### src/rtl/skel_pkg.sv
// Shared types for the skeleton image path: frame geometry, pixel and
// address types, the streamed beat record and the readout FSM states.
package skel_pkg;

  localparam int SKEL_N        = 8;
  localparam int SKEL_BIT_SIZE = 6;
  localparam int SKEL_PIX_W    = 8;

  localparam int FRAME_PIXELS = SKEL_N * SKEL_N;
  localparam int ADDR_W       = SKEL_BIT_SIZE + 1;

  typedef logic [SKEL_PIX_W-1:0] pix_t;
  typedef logic [ADDR_W-1:0]     addr_t;

  typedef struct packed {
    pix_t data;
    logic sof;
    logic eol;
    logic eof;
  } pix_beat_t;

  typedef enum logic [1:0] {
    IDLE  = 2'd0,
    READ  = 2'd1,
    DRAIN = 2'd2
  } rd_state_t;

endpackage

### src/rtl/stream_skid_fifo.sv
// Two-entry FIFO of tagged pixel beats. The head is held steady until it
// is popped, and a push into a full FIFO is accepted when a pop happens on
// the same edge.
module stream_skid_fifo
  import skel_pkg::*;
(
  input  logic      clk,
  input  logic      rst_n,
  input  logic      push,
  input  pix_beat_t push_beat,
  input  logic      pop,
  output pix_beat_t head,
  output logic      valid,
  output logic [1:0] count
);

  pix_beat_t mem [2];
  logic      wr_ptr;
  logic      rd_ptr;
  logic      do_push;
  logic      do_pop;

  assign do_pop  = pop && (count != 2'd0);
  assign do_push = push && ((count != 2'd2) || do_pop);

  // Storage, pointers and occupancy update
  always_ff @(posedge clk or negedge rst_n) begin
    if (!rst_n) begin
      mem[0] <= '0;
      mem[1] <= '0;
      wr_ptr <= 1'b0;
      rd_ptr <= 1'b0;
      count  <= 2'd0;
    end else begin
      if (do_push) begin
        mem[wr_ptr] <= push_beat;
        wr_ptr      <= ~wr_ptr;
      end
      if (do_pop) begin
        rd_ptr <= ~rd_ptr;
      end
      case ({do_push, do_pop})
        2'b10:   count <= count + 2'd1;
        2'b01:   count <= count - 2'd1;
        default: count <= count;
      endcase
    end
  end

  assign head  = mem[rd_ptr];
  assign valid = (count != 2'd0);

endmodule

### src/rtl/image_stream_reader.sv
// image_stream_reader: walks the image RAM in raster order through the
// dual read port after skeletonization and streams each pixel out on a
// valid/ready interface with sof/eol/eof markers.
// Build option: define STREAM_BINARIZE_EN to force every nonzero pixel to
// all-ones on the stream; otherwise raw RAM values are passed through.
module image_stream_reader
  import skel_pkg::*;
#(
  parameter int N          = SKEL_N,
  parameter int bitSize    = SKEL_BIT_SIZE,
  parameter int pixelWidth = SKEL_PIX_W
) (
  input  logic                  clk,
  input  logic                  rst_n,
  input  logic                  start,
  input  logic                  mem_hold,
  output logic                  rd_en,
  output logic [bitSize:0]      rd_address,
  input  logic [pixelWidth-1:0] rd_data,
  output logic [pixelWidth-1:0] pix_data,
  output logic                  pix_valid,
  input  logic                  pix_ready,
  output logic                  pix_sof,
  output logic                  pix_eol,
  output logic                  pix_eof,
  output logic                  busy,
  output logic                  done
);

  localparam int AW = bitSize + 1;
  localparam logic [bitSize:0] LAST_ADDR = AW'(N * N - 1);
  localparam logic [bitSize:0] LAST_COL  = AW'(N - 1);

`ifdef STREAM_BINARIZE_EN
  function automatic pix_t shape_pixel(input logic [pixelWidth-1:0] raw);
    return (raw != '0) ? '1 : '0;
  endfunction
`else
  function automatic pix_t shape_pixel(input logic [pixelWidth-1:0] raw);
    return pix_t'(raw);
  endfunction
`endif

  rd_state_t        state;
  rd_state_t        state_nxt;
  logic [bitSize:0] x_cnt;
  logic [bitSize:0] y_cnt;
  logic             issue;
  logic             last_issue;
  logic             hs;
  logic [2:0]       occ;
  logic [1:0]       fifo_count;
  logic             fifo_valid;
  pix_beat_t        head;
  logic             vld_p1;
  logic             sof_p1;
  logic             eol_p1;
  logic             eof_p1;
  pix_beat_t        cap_beat_p1;

  // A read is only issued if its beat is guaranteed a FIFO slot: entries
  // held after this edge's pop plus the read already in flight must leave
  // room. Counting the pop keeps full rate with pix_ready held high.
  assign hs         = fifo_valid && pix_ready;
  assign occ        = {1'b0, fifo_count} + {2'b0, vld_p1} - {2'b0, hs};
  assign issue      = (state == READ) && !mem_hold && (occ < 3'd2);
  assign last_issue = issue && (x_cnt == LAST_COL) && (y_cnt == LAST_COL);
  assign rd_en      = issue;

  // FSM state register
  always_ff @(posedge clk or negedge rst_n) begin
    if (!rst_n) begin
      state <= IDLE;
    end else begin
      state <= state_nxt;
    end
  end

  // FSM next state; done fires on the eof handshake itself
  always_comb begin
    state_nxt = state;
    done      = 1'b0;
    case (state)
      IDLE: begin
        if (start) state_nxt = READ;
      end
      READ: begin
        if (last_issue) state_nxt = DRAIN;
      end
      DRAIN: begin
        if (hs && head.eof) begin
          state_nxt = IDLE;
          done      = 1'b1;
        end
      end
      default: state_nxt = IDLE;
    endcase
  end

  assign busy = (state != IDLE);

  // p0: read address and raster position advance on every issued read
  always_ff @(posedge clk or negedge rst_n) begin
    if (!rst_n) begin
      rd_address <= '0;
      x_cnt      <= '0;
      y_cnt      <= '0;
    end else if (issue) begin
      rd_address <= (rd_address == LAST_ADDR) ? '0 : rd_address + 1'b1;
      if (x_cnt == LAST_COL) begin
        x_cnt <= '0;
        y_cnt <= (y_cnt == LAST_COL) ? '0 : y_cnt + 1'b1;
      end else begin
        x_cnt <= x_cnt + 1'b1;
      end
    end
  end

  // p1: tags of the issued address wait one cycle to meet the RAM data
  always_ff @(posedge clk or negedge rst_n) begin
    if (!rst_n) begin
      vld_p1 <= 1'b0;
      sof_p1 <= 1'b0;
      eol_p1 <= 1'b0;
      eof_p1 <= 1'b0;
    end else begin
      vld_p1 <= issue;
      if (issue) begin
        sof_p1 <= (rd_address == '0);
        eol_p1 <= (x_cnt == LAST_COL);
        eof_p1 <= (rd_address == LAST_ADDR);
      end
    end
  end

  assign cap_beat_p1 = '{data: shape_pixel(rd_data), sof: sof_p1, eol: eol_p1, eof: eof_p1};

  stream_skid_fifo u_fifo (
    .clk       (clk),
    .rst_n     (rst_n),
    .push      (vld_p1),
    .push_beat (cap_beat_p1),
    .pop       (pix_ready),
    .head      (head),
    .valid     (fifo_valid),
    .count     (fifo_count)
  );

  assign pix_valid = fifo_valid;
  assign pix_data  = head.data;
  assign pix_sof   = fifo_valid && head.sof;
  assign pix_eol   = fifo_valid && head.eol;
  assign pix_eof   = fifo_valid && head.eof;

endmodule

### config.mk
export PLATFORM = sky130hd
export DESIGN_NAME = image_stream_reader
export DESIGN_NICKNAME = d
export VERILOG_FILES = /design/src/rtl/skel_pkg.sv /design/src/rtl/stream_skid_fifo.sv /design/src/rtl/image_stream_reader.sv
export SDC_FILE = /design/constraint.sdc
export NUM_CORES = 1
export LEC_CHECK = 0
export ABC_AREA = 1
export ABC_CLOCK_PERIOD_IN_PS = 3400
export CAP_MARGIN = 20
export CORE_UTILIZATION = 40
export CTS_CLUSTER_SIZE = 12
export DETAILED_ROUTE_END_ITERATION = 10
export HOLD_SLACK_MARGIN = 0.1
export PLACE_DENSITY = 0.72
export SKIP_LAST_GASP = 1
export SYNTH_ARGS = -nofsm -noshare
export SYNTH_HDL_FRONTEND = slang
export SYNTH_HIERARCHICAL = 1
export SYNTH_SLANG_ARGS = --single-unit
### constraint.sdc
create_clock -name clk -period 3.4 [get_ports clk]
set_clock_uncertainty 0.15 [all_clocks]
set_input_delay 0.51 -clock clk [delete_from_list [all_inputs] [get_ports clk]]
set_output_delay 0.51 -clock clk [all_outputs]
set_load 0.02 [all_outputs]
======== Word level (Yosys, flattened, before mapping) ========
Index checks and enable logic that the tools add are counted.
word-level totals
  register bits after elaboration ......... 53
  input bits .............................. 13
  output and inout port bits .............. 22
  word-level logic and storage cells ...... 81
operators by class
  add/subtract/negate cells ............... 7
  order comparisons ....................... 4
  equality and inequality tests ........... 11
  muxes and demuxes ....................... 16
  bitwise logic cells ..................... 4
  reductions and logical operators ........ 20
operator list
  cell                                                                    number
  11-bit two-way mux                                                      4
  22-bit bitwise mux                                                      1
  7-bit by 1-bit adder with 7-bit output (second input constant)          3
  7-bit two-way mux                                                       3
  7-bit by 3-bit equality test with 1-bit output (second input constant)  2
  11-bit demux with 1-bit select                                          1
  1-bit logical AND                                                       11
  2-bit != test (second input constant)                                   4
  7-bit by 6-bit equality test with 1-bit output (second input constant)  1
  7-bit logical NOT                                                       1
  2-bit two-way mux                                                       3
  2-bit one-hot mux with 3 select lines                                   1
  2-bit nonzero test                                                      3
  2-bit by 1-bit equality test with 1-bit output (second input constant)  2
  2-bit equality test (second input constant)                             2
  2-bit >= comparator (second input constant)                             2
  1-bit inverter with 2-bit output                                        2
  2-bit one-hot mux with 2 select lines                                   1
  2-bit by 1-bit adder with 3-bit output                                  1
  3-bit by 2-bit < comparator with 1-bit output (second input constant)   1
  3-bit AND reduction                                                     1
  3-bit by 1-bit subtractor with 3-bit output                             1
  2-bit by 1-bit adder with 2-bit output (second input constant)          1
  2-bit logical NOT                                                       1
  7 further kinds                                                         9

======== Depth between registers and ports, before layout ========
Gate-level depths: netlist of the first run.
  depth after elaboration ................. 9
  mapped depth ............................ 16
  gate-level depth less buffers ........... 16

======== Hierarchy ========
Netlist of the first run, hierarchy kept.
modules (own cells, without submodules)
  module               instances  cells an instance  area an instance (µm²)  seq. area each (µm²)
  image_stream_reader  1          212                1582.8                  675.6
  stream_skid_fifo     1          160                1302.5                  650.6

======== Worst setup path before layout of the first run ========
Ideal clock, no wire load.
  path kind ............................... reg-to-output
  start point ............................. reg u_fifo.count[1]
  end point ............................... out rd_en
  arrival time ............................ 2308 ps
  data required time ...................... 2740 ps
  slack ................................... 432 ps
  stages on the path, launching flop included .. 15
  buffers on the path ..................... 2
  cell sequence ........................... dfrtp_1 inv_1 nand2_1 nand2_1 inv_1 ha_1 inv_1 nand2_1 fa_1 inv_1 nor2_1 nand2_2 nor2_4 buf_6 buf_8
between the ends
  word-level cells in the longest chain between the ends .. 5
  elaborated cells on any way between the ends .. 6
  classes of those cells .................. add/sub: 2; order compare: 1; reduce/logical: 3
RTL lines
  item                                           line                       RTL
  start: declaration                             stream_skid_fifo.sv:14     output logic [1:0] count
  start signal: assignment                       stream_skid_fifo.sv:43     2'b10: count <= count + 2'd1;
  start signal: assignment                       stream_skid_fifo.sv:44     2'b01: count <= count - 2'd1;
  start signal: assignment                       stream_skid_fifo.sv:45     default: count <= count;
  2-bit nonzero test                             stream_skid_fifo.sv:51     assign valid = (count != 2'd0);
  named net pix_valid                            image_stream_reader.sv:21  output logic pix_valid,
  1-bit logical AND                              image_stream_reader.sv:64  assign hs = fifo_valid && pix_ready;
  3-bit by 1-bit subtractor with 3-bit output    image_stream_reader.sv:65  assign occ = {1'b0, fifo_count} + {2'b0, vld_p1} - {2'b0, hs};
  3-bit by 2-bit < comparator with 1-bit output  image_stream_reader.sv:66  assign issue = (state == READ) && !mem_hold && (occ < 3'd2);
  1-bit logical AND                              image_stream_reader.sv:66
  end: declaration                               image_stream_reader.sv:17  output logic rd_en,
The timed path passes the listed nets, and every way through them passes these cells.

======== Worst setup path after layout of the first run ========
  start point ............................. in pix_ready
  end point ............................... out rd_en
between the ends
  word-level cells in the longest chain between the ends .. 4
RTL lines
  item                                           line                       RTL
  start: declaration                             image_stream_reader.sv:22  input logic pix_ready,
  1-bit logical AND                              image_stream_reader.sv:64
  3-bit by 1-bit subtractor with 3-bit output    image_stream_reader.sv:65
  3-bit by 2-bit < comparator with 1-bit output  image_stream_reader.sv:66
  1-bit logical AND                              image_stream_reader.sv:66
Every way passes these cells.

==> results.sh, run 1 <==
export IMPL_rows=30
export IMPL_coreArea_mm2=0.006869
export IMPL_grt_usage_pct=17.13
export IMPL_numPlacedInstances=495
export IMPL_grt_max_degree=33
export IMPL_die_w_um=86.93
export IMPL_pin_count=35
export IMPL_tightest_slew_ns=0.7494
export IMPL_initial_core_util_pct=42.00
export IMPL_synth_area_top_cells="dfrtp_1 46%, nand2_1 21%, nand4_1 5.4%"
export IMPL_instances_no_fill=503
export IMPL_synth_warnings=6
export IMPL_ant_nets=0
export IMPL_numCtsBuffers=5
export IMPL_max_slew_margin_pct=50.04
export IMPL_drt_iter0_markers=171
export IMPL_setup_viol=0
export IMPL_ys_ff_latch=53
export IMPL_fin_crit_ns=3.231
export IMPL_vias=2453
export IMPL_dr_pass1_iters=4
export IMPL_grt_overflow=0
export IMPL_nNetsFinal=426
export IMPL_maxCapViolations=0
export IMPL_yosysUniqueCellTypes=27
export IMPL_htreeDepth=2
export IMPL_ys_seq_area_share_pct=45.97
export IMPL_irDropWorstVdd_mv=0.2440
export IMPL_dieArea_mm2=0.007557
export IMPL_start_kind="primary input"
export IMPL_grt_first_pass_wirelength_mm=10.26
export IMPL_port_buffers=34
export IMPL_syn_area_per_cell_um2=7.756
export IMPL_syn_instance_count=372
export IMPL_wirelength_mm=5.868
export IMPL_final_common_cell="nand2_1"
export IMPL_fillers=687
export IMPL_clk_latency_ns=0.32
export IMPL_slew_viol_final=0
export IMPL_required_ns=2.74
export IMPL_multi_input_area_mm2=0.001297
export IMPL_slowest_delay_ns=0.50
export IMPL_routabilityCongestion=0.7963
export IMPL_fin_crit_sh_pct=95.03
export IMPL_route_detailed_drc=0
export IMPL_p_leak_nw=1.766
export IMPL_antenna_cells=0
export IMPL_slowest_stage="fa_1"
export IMPL_max_freq_mhz=309.5
export IMPL_vias_per_cell=4.877
export IMPL_hpwlAfterDp_mm=3.997
export IMPL_seqCellArea_mm2=0.001326
export IMPL_crit_top_cell="inv_1"
export IMPL_die_h_um=86.93
export IMPL_area_growth_syn_to_layout_pct=17.78
export IMPL_cp_end_kind="primary output"
export IMPL_outcome="complete, no violations"
export IMPL_cts_root_buf="clkbuf_8"
export IMPL_crit_fanout=2
export IMPL_routedWlPerCell_um=11.67
export IMPL_antenna_found_initial=0
export IMPL_hp_class="primary input to async pin"
export IMPL_rsz0062_at_grt="false"
export IMPL_crit_chain="clkdlybuf4s50_1 -> nand2_1 -> inv_1 -> ha_1 -> inv_1 -> nand2_1 -> fa_1 -> inv_1 -> nor2_1 -> nand2_2 -> nor2_4 -> clkdlybuf4s15_1"
export IMPL_hold_viol=0
export IMPL_synth_top_area_share_pct=45.97
export IMPL_cts_sinks=53
export IMPL_post_route_util_pct=49.47
export IMPL_syn_cell_area_mm2=0.002885
export IMPL_cp_arrival_ns=2.57
export IMPL_powerDensity_mw_per_mm2=839.1
export IMPL_cts_tree="built"
export IMPL_yosysTopAreaCell="dfrtp_1"
export IMPL_layout_drive_gt1_share_pct=8.354
export IMPL_grt_pass1_vias=2257
export IMPL_cts_buffer_depth=2
export IMPL_crit_type="primary input to primary output"
export IMPL_hold_slack_ns=0.09369
export IMPL_setup_tns_ns=0
export IMPL_final_cell_mix="158 x nand2_1, 53 x dfrtp_1, 34 x inv_1, 32 x clkdlybuf4s50_1, 25 x nand4_1"
export IMPL_hold_buffers=0
export IMPL_syn_nets=392
export IMPL_cts_reportedPaths_clkPinSlew_ns=0.11
final timing paths:
path	start	endpoint	slack, ns	depth (start not counted)
max in group asynchronous	rst_n	y_cnt[0]$_DFFE_PN0P_	2.33	2
worst min register to register	u_fifo/mem[10]$_DFFE_PN0P_	u_fifo/mem[10]$_DFFE_PN0P_	0.33	2
min in group clk	u_fifo/mem[10]$_DFFE_PN0P_	u_fifo/mem[10]$_DFFE_PN0P_	0.33	2
worst min-delay path	rst_n	u_fifo/mem[3]$_DFFE_PN0P_	0.09	1
worst max register to register	u_fifo/count[0]$_DFFE_PN0P_	y_cnt[5]$_DFFE_PN0P_	0.53	17
worst max-delay path	pix_ready	rd_en	0.17	12
state kept, by name, summed over array words and instances, names as in the netlist:
| signal | count |
|---|---|
| eof_p1 | 1 |
| eol_p1 | 1 |
| rd_address | 7 |
| sof_p1 | 1 |
| state | 2 |
| u_fifo/count | 2 |
| u_fifo/mem | 22 |
| u_fifo/rd_ptr | 1 |
| u_fifo/wr_ptr | 1 |
| vld_p1 | 1 |
| x_cnt | 7 |
| y_cnt | 7 |
synth_stat cells:
| cell | number |
|---|---|
| o21ai_1 | 6 |
| a31oi_1 | 1 |
| nand2_1 | 158 |
| inv_1 | 34 |
| buf_4 | 1 |
| or2_2 | 1 |
| nand3_1 | 18 |
| inv_2 | 4 |
| nor3_1 | 3 |
| buf_6 | 5 |
| buf_2 | 8 |
| dfrtp_1 | 53 |
| buf_8 | 1 |
| o21ai_2 | 3 |
| nor2_4 | 1 |
| nand3_4 | 2 |
| o21ai_0 | 5 |
| nor2_1 | 19 |
| nand3_2 | 1 |
| nand4_1 | 25 |
| fa_1 | 1 |
| o21bai_1 | 1 |
| nor2_2 | 2 |
| xnor2_1 | 5 |
| xor2_1 | 5 |
| ha_1 | 6 |
| nand2_2 | 3 |
cells by family after synthesis:
logic type	Yosys count	synth area share, %
xor+xnor	10	3.035
fa+ha+maj	7	3.296
flops	53	45.97
simple gates	233	35.34
buf+inv	53	9.063
compound gates	16	3.296
power by group:
part,total [mW],switching (mW),internal [mW]
Combinational,1.35,0.798,0.549
Sequential,1.05,0.209,0.843
Clock,0.452,0.227,0.225
through the flow:
stage / area, um2 / worst slack (ns) / total power [mW]
after floorplan: 2885 / 0.4315 / 2.004
after global placement: 3282 / -0.1342 / 2.374
after detailed placement: 3282 / -0.1496 / 2.420
after CTS: 3397 / 0.1136 / 2.872
after global routing: 3398 / 0.02520 / 3.099
final: 3398 / 0.1689 / 2.851
layer usage:
layer / up-vias / routed length (um) / GRT usage (%)
li1: 1238 / - / -
met4: 0 / 87 / 6.667
met5: - / 0 / 0
met1: 1165 / 2778 / 22.15
met2: 42 / 2771 / 28.35
met3: 8 / 231 / 3.318
worst max-delay path, delay by kind of cell:
family	cells	cell delay, ns
adder cells (fa/ha/maj)	2	0.71
AND/OR/NAND/NOR	5	0.39
buffers and inverters	5	0.94
repair_timing:
action | CTS | global route
endpoints found under the hold margin | 0 | 0
buffers inserted | 0 | 0
endpoints found under the setup margin | 1 | 1
gates resized for setup | 1 | 1
area by class of cell:
cell class	count	area share [%]
Sequential cell	53	39.03
Multi-Input combinational cell	266	38.18
Timing Repair Buffer	42	11.63
Inverter	38	4.197
Tap cell	96	3.535
Clock buffer	5	2.025
Clock inverter	3	1.399
Note: power is estimated with default switching activity, not from simulation.
==> inputs of run 2 (changes only) <==
--- a/config.mk
+++ b/config.mk
@@ -9,7 +9,6 @@
 export ABC_CLOCK_PERIOD_IN_PS = 3400
 export CAP_MARGIN = 20
 export CORE_UTILIZATION = 40
-export CTS_CLUSTER_SIZE = 12
 export DETAILED_ROUTE_END_ITERATION = 10
 export HOLD_SLACK_MARGIN = 0.1
 export PLACE_DENSITY = 0.72
==> results of run 2 <==
Final layout, timing and power as in run 1 (identical DEF).
